[config.mk]
export PLATFORM = sky130hd
export DESIGN_NAME = button_input_ctrl
export DESIGN_NICKNAME = d
export VERILOG_FILES = /design/src/rtl/clock_pkg.sv /design/src/rtl/btn_debounce.sv /design/src/rtl/button_input_ctrl.sv
export SDC_FILE = /design/constraint.sdc
export NUM_CORES = 1
export LEC_CHECK = 0
export CAP_MARGIN = 20
export CELL_PAD_IN_SITES_DETAIL_PLACEMENT = 0
export CELL_PAD_IN_SITES_GLOBAL_PLACEMENT = 2
export CORE_MARGIN = 4
export CORE_UTILIZATION = 44
export DETAILED_ROUTE_END_ITERATION = 10
export PLACE_DENSITY = 0.91
export SLEW_MARGIN = 20
export SYNTH_ARGS = -nofsm -noshare
export SYNTH_HDL_FRONTEND = slang
export SYNTH_HIERARCHICAL = 1
export SYNTH_SLANG_ARGS = --single-unit
export TNS_END_PERCENT = 100
[constraint.sdc]
create_clock -name clk -period 4 [get_ports clk]
set_input_delay 1 -clock clk [delete_from_list [all_inputs] [get_ports clk]]
set_output_delay 1 -clock clk [all_outputs]
set_load 0.1 [all_outputs]
[src/rtl/clock_pkg.sv]
// Shared constants for the clock user-input path: mode encoding,
// the default mode count and the up/down auto-repeat state encoding.
package clock_pkg;

  typedef logic [2:0] mode_t;

  localparam int NUM_MODES = 7;

  localparam mode_t MODE_RUN  = 3'd0;
  localparam mode_t MODE_SEC  = 3'd1;
  localparam mode_t MODE_MIN  = 3'd2;
  localparam mode_t MODE_HOUR = 3'd3;
  localparam mode_t MODE_DAY  = 3'd4;
  localparam mode_t MODE_MONT = 3'd5;
  localparam mode_t MODE_YEAR = 3'd6;

  localparam logic [1:0] IDLE   = 2'd0;
  localparam logic [1:0] DELAY  = 2'd1;
  localparam logic [1:0] REPEAT = 2'd2;

  // Next edit field; the last field wraps back to run.
  function automatic mode_t mode_wrap_inc(input mode_t m, input int num_modes);
    if (int'(m) >= num_modes - 1) begin
      return MODE_RUN;
    end
    return m + 3'd1;
  endfunction

endpackage

[src/rtl/btn_debounce.sv]
// Two-flop synchroniser plus stability counter for one raw push-button.
// rise/fall are registered one-cycle flags issued on the edge the debounced level flips.
module btn_debounce #(
  parameter int DEBOUNCE_CYCLES = 250000
) (
  input  logic clk,
  input  logic rst_n,
  input  logic raw,
  output logic level,
  output logic rise,
  output logic fall
);

  localparam int CW = $clog2(DEBOUNCE_CYCLES) + 1;
  localparam logic [CW-1:0] CNT_TC = CW'(DEBOUNCE_CYCLES - 1);

  logic          sync1_reg;
  logic          sync2_reg;
  logic          level_reg;
  logic          rise_reg;
  logic          fall_reg;
  logic [CW-1:0] cnt_reg;

  always_ff @(posedge clk or negedge rst_n) begin
    if (!rst_n) begin
      sync1_reg <= 1'b0;
      sync2_reg <= 1'b0;
      level_reg <= 1'b0;
      rise_reg  <= 1'b0;
      fall_reg  <= 1'b0;
      cnt_reg   <= '0;
    end else begin
      sync1_reg <= raw;
      sync2_reg <= sync1_reg;
      rise_reg  <= 1'b0;
      fall_reg  <= 1'b0;
      // Any agreement restarts the count, so only an unbroken run flips the level.
      if (sync2_reg == level_reg) begin
        cnt_reg <= '0;
      end else if (cnt_reg == CNT_TC) begin
        cnt_reg   <= '0;
        level_reg <= sync2_reg;
        rise_reg  <= sync2_reg;
        fall_reg  <= ~sync2_reg;
      end else begin
        cnt_reg <= cnt_reg + 1'b1;
      end
    end
  end

  assign level = level_reg;
  assign rise  = rise_reg;
  assign fall  = fall_reg;

endmodule

[src/rtl/button_input_ctrl.sv]
// Clock user-input front end: debounced mode selector plus up/down
// increment pulses with hold-to-auto-repeat for the time/date counters.
module button_input_ctrl #(
  parameter int DEBOUNCE_CYCLES = 250000,
  parameter int REPEAT_DELAY    = 25000000,
  parameter int REPEAT_PERIOD   = 5000000,
  parameter int NUM_MODES       = clock_pkg::NUM_MODES
) (
  input  logic       clk,
  input  logic       rst_n,
  input  logic       btn_mode_raw,
  input  logic       btn_up_raw,
  input  logic       btn_down_raw,
  output logic [2:0] mode,
  output logic       btn_up,
  output logic       btn_down
);

  import clock_pkg::*;

  localparam int TMAX = (REPEAT_DELAY > REPEAT_PERIOD) ? REPEAT_DELAY : REPEAT_PERIOD;
  localparam int TW   = $clog2(TMAX) + 1;
  localparam logic [TW-1:0] DELAY_TC  = TW'(REPEAT_DELAY - 1);
  localparam logic [TW-1:0] PERIOD_TC = TW'(REPEAT_PERIOD - 1);

  // Index 0 = mode, 1 = up, 2 = down.
  logic [2:0] raw_vec;
  logic [2:0] lvl;
  logic [2:0] rise;
  logic [2:0] fall;

  assign raw_vec = {btn_down_raw, btn_up_raw, btn_mode_raw};

  genvar gi;
  generate
    for (gi = 0; gi < 3; gi++) begin : g_deb
      btn_debounce #(
        .DEBOUNCE_CYCLES(DEBOUNCE_CYCLES)
      ) u_deb (
        .clk  (clk),
        .rst_n(rst_n),
        .raw  (raw_vec[gi]),
        .level(lvl[gi]),
        .rise (rise[gi]),
        .fall (fall[gi])
      );
    end
  endgenerate

  // Mode acts only on presses.
  logic unused_mode_bits;
  assign unused_mode_bits = lvl[0] ^ fall[0];

  logic  mode_press;
  logic  both_held;
  mode_t mode_reg;

  assign mode_press = rise[0];
  assign both_held  = lvl[1] & lvl[2];

  always_ff @(posedge clk or negedge rst_n) begin
    if (!rst_n) begin
      mode_reg <= MODE_RUN;
    end else if (mode_press) begin
      mode_reg <= mode_wrap_inc(mode_reg, NUM_MODES);
    end
  end

  // One repeat FSM per direction: index 0 = up, 1 = down.
  logic [1:0] pulse;

  generate
    for (gi = 0; gi < 2; gi++) begin : g_rep
      logic [1:0]    state_reg;
      logic [1:0]    state_next;
      logic [TW-1:0] timer_reg;
      logic [TW-1:0] timer_next;
      logic          pulse_next;

      always_comb begin
        state_next = state_reg;
        timer_next = timer_reg;
        pulse_next = 1'b0;
        // A held button parked in IDLE needs a fresh press to pulse again.
        if (fall[gi+1] || both_held || mode_press) begin
          state_next = IDLE;
          timer_next = '0;
        end else begin
          case (state_reg)
            IDLE: begin
              if (rise[gi+1]) begin
                pulse_next = 1'b1;
                state_next = DELAY;
                timer_next = '0;
              end
            end
            DELAY: begin
              if (timer_reg == DELAY_TC) begin
                pulse_next = 1'b1;
                state_next = REPEAT;
                timer_next = '0;
              end else begin
                timer_next = timer_reg + 1'b1;
              end
            end
            REPEAT: begin
              if (timer_reg == PERIOD_TC) begin
                pulse_next = 1'b1;
                timer_next = '0;
              end else begin
                timer_next = timer_reg + 1'b1;
              end
            end
            default: begin
              state_next = IDLE;
              timer_next = '0;
            end
          endcase
        end
      end

      always_ff @(posedge clk or negedge rst_n) begin
        if (!rst_n) begin
          state_reg <= IDLE;
          timer_reg <= '0;
        end else begin
          state_reg <= state_next;
          timer_reg <= timer_next;
        end
      end

      assign pulse[gi] = pulse_next;
    end
  endgenerate

  // Pulses are decoded from flopped event flags, timers and mode only.
  logic edit_active;
  assign edit_active = (mode_reg != MODE_RUN);

  assign mode     = mode_reg;
  assign btn_up   = pulse[0] & edit_active;
  assign btn_down = pulse[1] & edit_active;

endmodule

# [After elaboration in Yosys (flattened, before gate mapping)]
# Cells that the tools add are included.
[totals] regBits=130 rom_bits=0 word_cells=117 latchBits=0 out_inout_bits=5 ramBits=0 mem_count=0 in_bits=5
[classes] n_shift=0 mux=48 addsub=6 order_cmp=1 eq_ne=20 mul=0 n_div=0 reduce_logical=12 bitwise=8
[op_table] op="$mux 26" count=8
[op_table] op="$pmux 26 s3" count=2
[op_table] op="$mux 19" count=6
[op_table] op="$add 19x1->19 const B" count=3
[op_table] op="$eq 19x18->1 const B" count=3
[op_table] op="$add 26x1->26 const B" count=2
[op_table] op="$eq 26x23->1 const B" count=2
[op_table] op="$eq 26x25->1 const B" count=2
[op_table] op="$mux 1" count=20
[op_table] op="$mux 2" count=6
[op_table] op="$pmux 2 s3" count=2
[op_table] op="$mux 3" count=2
[op_table] op="$ne 3x2->1 const B" count=2
[op_table] op="$ne 3x3->1 const B" count=2
[op_table] op="$pmux 1 s3" count=2
[op_table] op="$reduce_and 2->1" count=3
[op_table] op="$reduce_and 3->1" count=2
[op_table] op="$not 1->1" count=5
[op_table] op="$eq 2x1->1 const B" count=2
[op_table] op="$eq 2x2->1 const B" count=2
[op_table] op="$logic_not 2->1" count=2
[op_table] op="$logic_or 1x1->1" count=4
[op_table] op="$ne 2x2->1 const B" count=2
[op_table] op="$add 3x1->3 const B" count=1
[op_table] op="other kinds (4)" count=8

# [Depth between registers and ports, before layout]
[logic_depth] ltp_word=5 mapped_depth=10 ltp_nobuf=8

# [Cells and area by module]
# The synthesis kept the hierarchy.
[by_module_without_submodules] mod="button_input_ctrl" seq_area_each_um2=1476.4 area_each_um2=3598.5 cells_per_inst=384 instances=1
[by_module_without_submodules] mod="btn_debounce" seq_area_each_um2=600.6 area_each_um2=1167.4 cells_per_inst=117 instances=3

# [Least setup slack after synthesis]
# OpenSTA, ideal clock, no wires.
[synth_path] path_type="reg2out" from="reg mode_reg[0], in the netlist mode[0]" to="out btn_down" path_buffers=0 t_arrival_ns=4.446 t_required_ns=3.000 path_stages_with_launch=5 setup_slack_ns=-1.446 path_cell_list="dfrtp_1 > inv_1 > ha_1 > nor2b_1 > nor4_1"
[synth_via] elab_chain_cells=2
[synth_rtl] element="start: declaration" line_no="button_input_ctrl.sv:56" text="mode_t mode_reg;"
[synth_rtl] element="start signal: assignment" line_no="button_input_ctrl.sv:65" text="mode_reg <= mode_wrap_inc(mode_reg, NUM_MODES);"
[synth_rtl] element="$reduce_bool 3->1" line_no="button_input_ctrl.sv:138" text="assign edit_active = (mode_reg != MODE_RUN);"
[synth_rtl] element="$and 1x1->1" line_no="button_input_ctrl.sv:142" text="assign btn_down = pulse[1] & edit_active;"
[synth_rtl] element="end: declaration" line_no="button_input_ctrl.sv:16" text="output logic btn_down"
# No other way between the ends.

# [Worst setup path in the final report]
[layout_path] from="reg g_rep[1].timer_reg[23]" to="out btn_down"
[layout_via] elab_chain_cells=5 word_cells_on_any_way=7 cone_classes="eq/ne (2); mux (4); bitwise (1)"
[layout_rtl] element="start: declaration" line_no="button_input_ctrl.sv:76" text="logic [TW-1:0] timer_reg;"
[layout_rtl] element="start signal: assignment" line_no="button_input_ctrl.sv:128" text="timer_reg <= timer_next;"
[layout_rtl] element="$eq 26x23->1 or $eq 26x25->1 (tied branches)" line_no="button_input_ctrl.sv:107, button_input_ctrl.sv:98"
[layout_rtl] element="$mux 1, on equally long branches" line_no="button_input_ctrl.sv:107, button_input_ctrl.sv:98"
[layout_rtl] element="$pmux 1 s3 (*)" line_no="button_input_ctrl.sv:89" text="case (state_reg)"
[layout_rtl] element="$mux 1 (*)" line_no="button_input_ctrl.sv:85" text="if (fall[gi+1] || both_held || mode_press) begin"
[layout_rtl] element="$and 1x1->1 (*)" line_no="button_input_ctrl.sv:142"
# Every way passes the cells marked *; elsewhere a longest branch is shown, timed or not.

==> run summary <==
global-route usage over all layers = 18.4%
CP required = 3000 ps
cell area after layout = 8010 um^2
RePlAce Congestion = 0.812
Setup Fix Bufs, Post-CTS = 0
worst slew pin tran = 979 ps
Core Rows = 46
synthesized net count = 758
vias in the first global route = 5582
critical path class = flip-flop to output port
post-route total power = 3.03 mW
placed wire-length estimate = 10.6 mm
maximum root-to-sink buffer count = 2
largest net degree at the start of global routing = 79
CTS tree = done
total iterations of the first detailed-routing run = 4
initial antenna violation count = 0
Final WS setup = 331 ps
first-pass GRT wire length = 27.4 mm
Worst path most repeated cell = nor4_4
slowest CP cell = or4_4
Starting Density = 44.7%
CTS Buf Count = 17
ant diodes = 0
H-tree depth = 4
cells along the critical path = or4_4 > nor4_4 > nand4_1 > o21ai_0 > a21oi_1 > nor4_4 > buf_12
Die Area = 18200 um^2
Vert. Die Dim = 135 um
max-slew violations = 0
Max stage delay on crit path = 560 ps
syn avg cell area = 9.64 um^2
Ys Warns = 6
ratio of cells with drive above 1 in the final layout = 10.5%
synthesized area = 7070 um^2
Final Hold Fails = 0
worst hold margin = 348 ps
core area = 15800 um^2
clk root buf = clkbuf_16
relative slew slack = 34.6%
worst hold path class = flip-flop to flip-flop
Final nets = 766
Lkg Pwr = 3.26 nW
Die Width = 135 um
nature of the critical path startpoint = flip-flop
DRC Markers = 0
# IOs = 10
# resized after CTS = 0
clock transition at the registers of the reported paths = 60 ps
DP Worst Slack = 772 ps
crit path DAT = 2670 ps
Max-Cap Viols = 0
RSZ-0062 raised after global routing = no
Synth-to-Final Area Change = 13.3%
WL/cell = 15.9 um
Clock Latency Late Sink = 420 ps
Final min period = 3670 ps
max reg flops = 57
input/output buffers = 9
Crit Path Max Fanout = 4
GRT overflow = 0
Final Setup Violations = 0
Final period util = 91.7%
CTS Sinks = 130
Hold-fix buffers, CTS = 0
Placed Area = 7380 um^2
Peak VDD IR = 0.000303 V
Mapped Cells = 733
FMAX = 273 MHz
outcome = finished clean
vias post-DR = 5546
post-route antenna net violation count = 0
fillers = 1459
Power per Cell Area = 378 nW/um^2
setup TNS = 0 ps
final wirelength = 15.5 mm
initial DRC count = 389
skew final = 6.90 ps
via-per-instance ratio = 5.72
crit end category = output port
## critical path: cells and delay by family, from the launching register on
| kind | cells | cell delay [ps] |
|---|---|---|
| and+or+nand+nor | 4 | 1330 |
| DFF | 1 | 420 |
| AOI/OAI and AO/OA | 2 | 290 |
| buffers and inverters | 1 | 210 |
## placed cells by master, fill, tap and decap left out, types with 4 or more instances in the layout
cell / count
dfrtp_1: 130
nor2_1: 79
nand2_1: 60
nand3_1: 51
nand4_1: 39
xnor2_1: 38
xor2_1: 27
and3_1: 22
nor4_1: 22
nor3_1: 20
nor2_2: 20
ha_1: 20
inv_1: 18
clkbuf_16: 17
o21ai_0: 15
a21oi_1: 15
or3_1: 11
and4_1: 8
a221o_1: 8
or4_1: 8
nand2b_1: 6
nor3b_1: 6
a31oi_1: 6
mux2i_1: 6
clkdlybuf4s50_1: 6
and2_1: 5
o311ai_1: 5
nor4bb_1: 4
or4_4: 4
o21ai_1: 4
o31ai_1: 4
mux2_2: 4
inv_6: 4
## through the flow
step	std cells	util, %
floorplan	733	-
global placement	938	46.6
detailed placement	938	46.6
CTS	970	50.6
global route	970	50.6
finish	970	50.6
## worst paths after layout
path	start	end	slack, ps	depth (start not counted)
min in group asynchronous	rst_n	g_rep[0].timer_reg[14]	630	1
max in group asynchronous	rst_n	g_rep[0].timer_reg[9]	2620	2
setup / recovery	g_rep[1].timer_reg[23]	btn_down	330	7
hold reg to reg	g_deb[0].u_deb/sync1_reg	g_deb[0].u_deb/sync2_reg	350	0
hold / removal	g_deb[0].u_deb/sync1_reg	g_deb[0].u_deb/sync2_reg	350	0
setup reg to reg	g_deb[1].u_deb/level	g_rep[0].timer_reg[9]	1090	5
## power by group
| group | internal [mW] | total [mW] | switching [mW] | leakage (nW) |
|---|---|---|---|---|
| Combinational | 0.0145 | 0.0546 | 0.0401 | 1.17 |
| Clock | 1.02 | 1.64 | 0.615 | 0.301 |
| Sequential | 1.33 | 1.34 | 0.0116 | 1.80 |
| Total | 2.36 | 3.03 | 0.667 | 3.26 |
## final cells by class
type | count | area [um^2] | area share (%)
Sequential cell | 130 | 3250 | 40.6
Clock inverter | 13 | 171 | 2.14
Clock buffer | 19 | 453 | 5.66
Multi-Input combinational cell | 562 | 3660 | 45.7
Inverter | 18 | 67.6 | 0.844
Tap cell | 216 | 270 | 3.37
Timing Repair Buffer | 12 | 134 | 1.67
## metal layers
layer | up-vias | GRT usage (%) | part of all wire (%)
li1 | 2688 | - | -
met1 | 2774 | 26.1 | 49
met2 | 71 | 28.6 | 47
met3 | 13 | 4.51 | 2.8
met4 | 0 | 4.69 | 0.96
met5 | - | 0 | 0
Power figures use the tool's default switching activity.
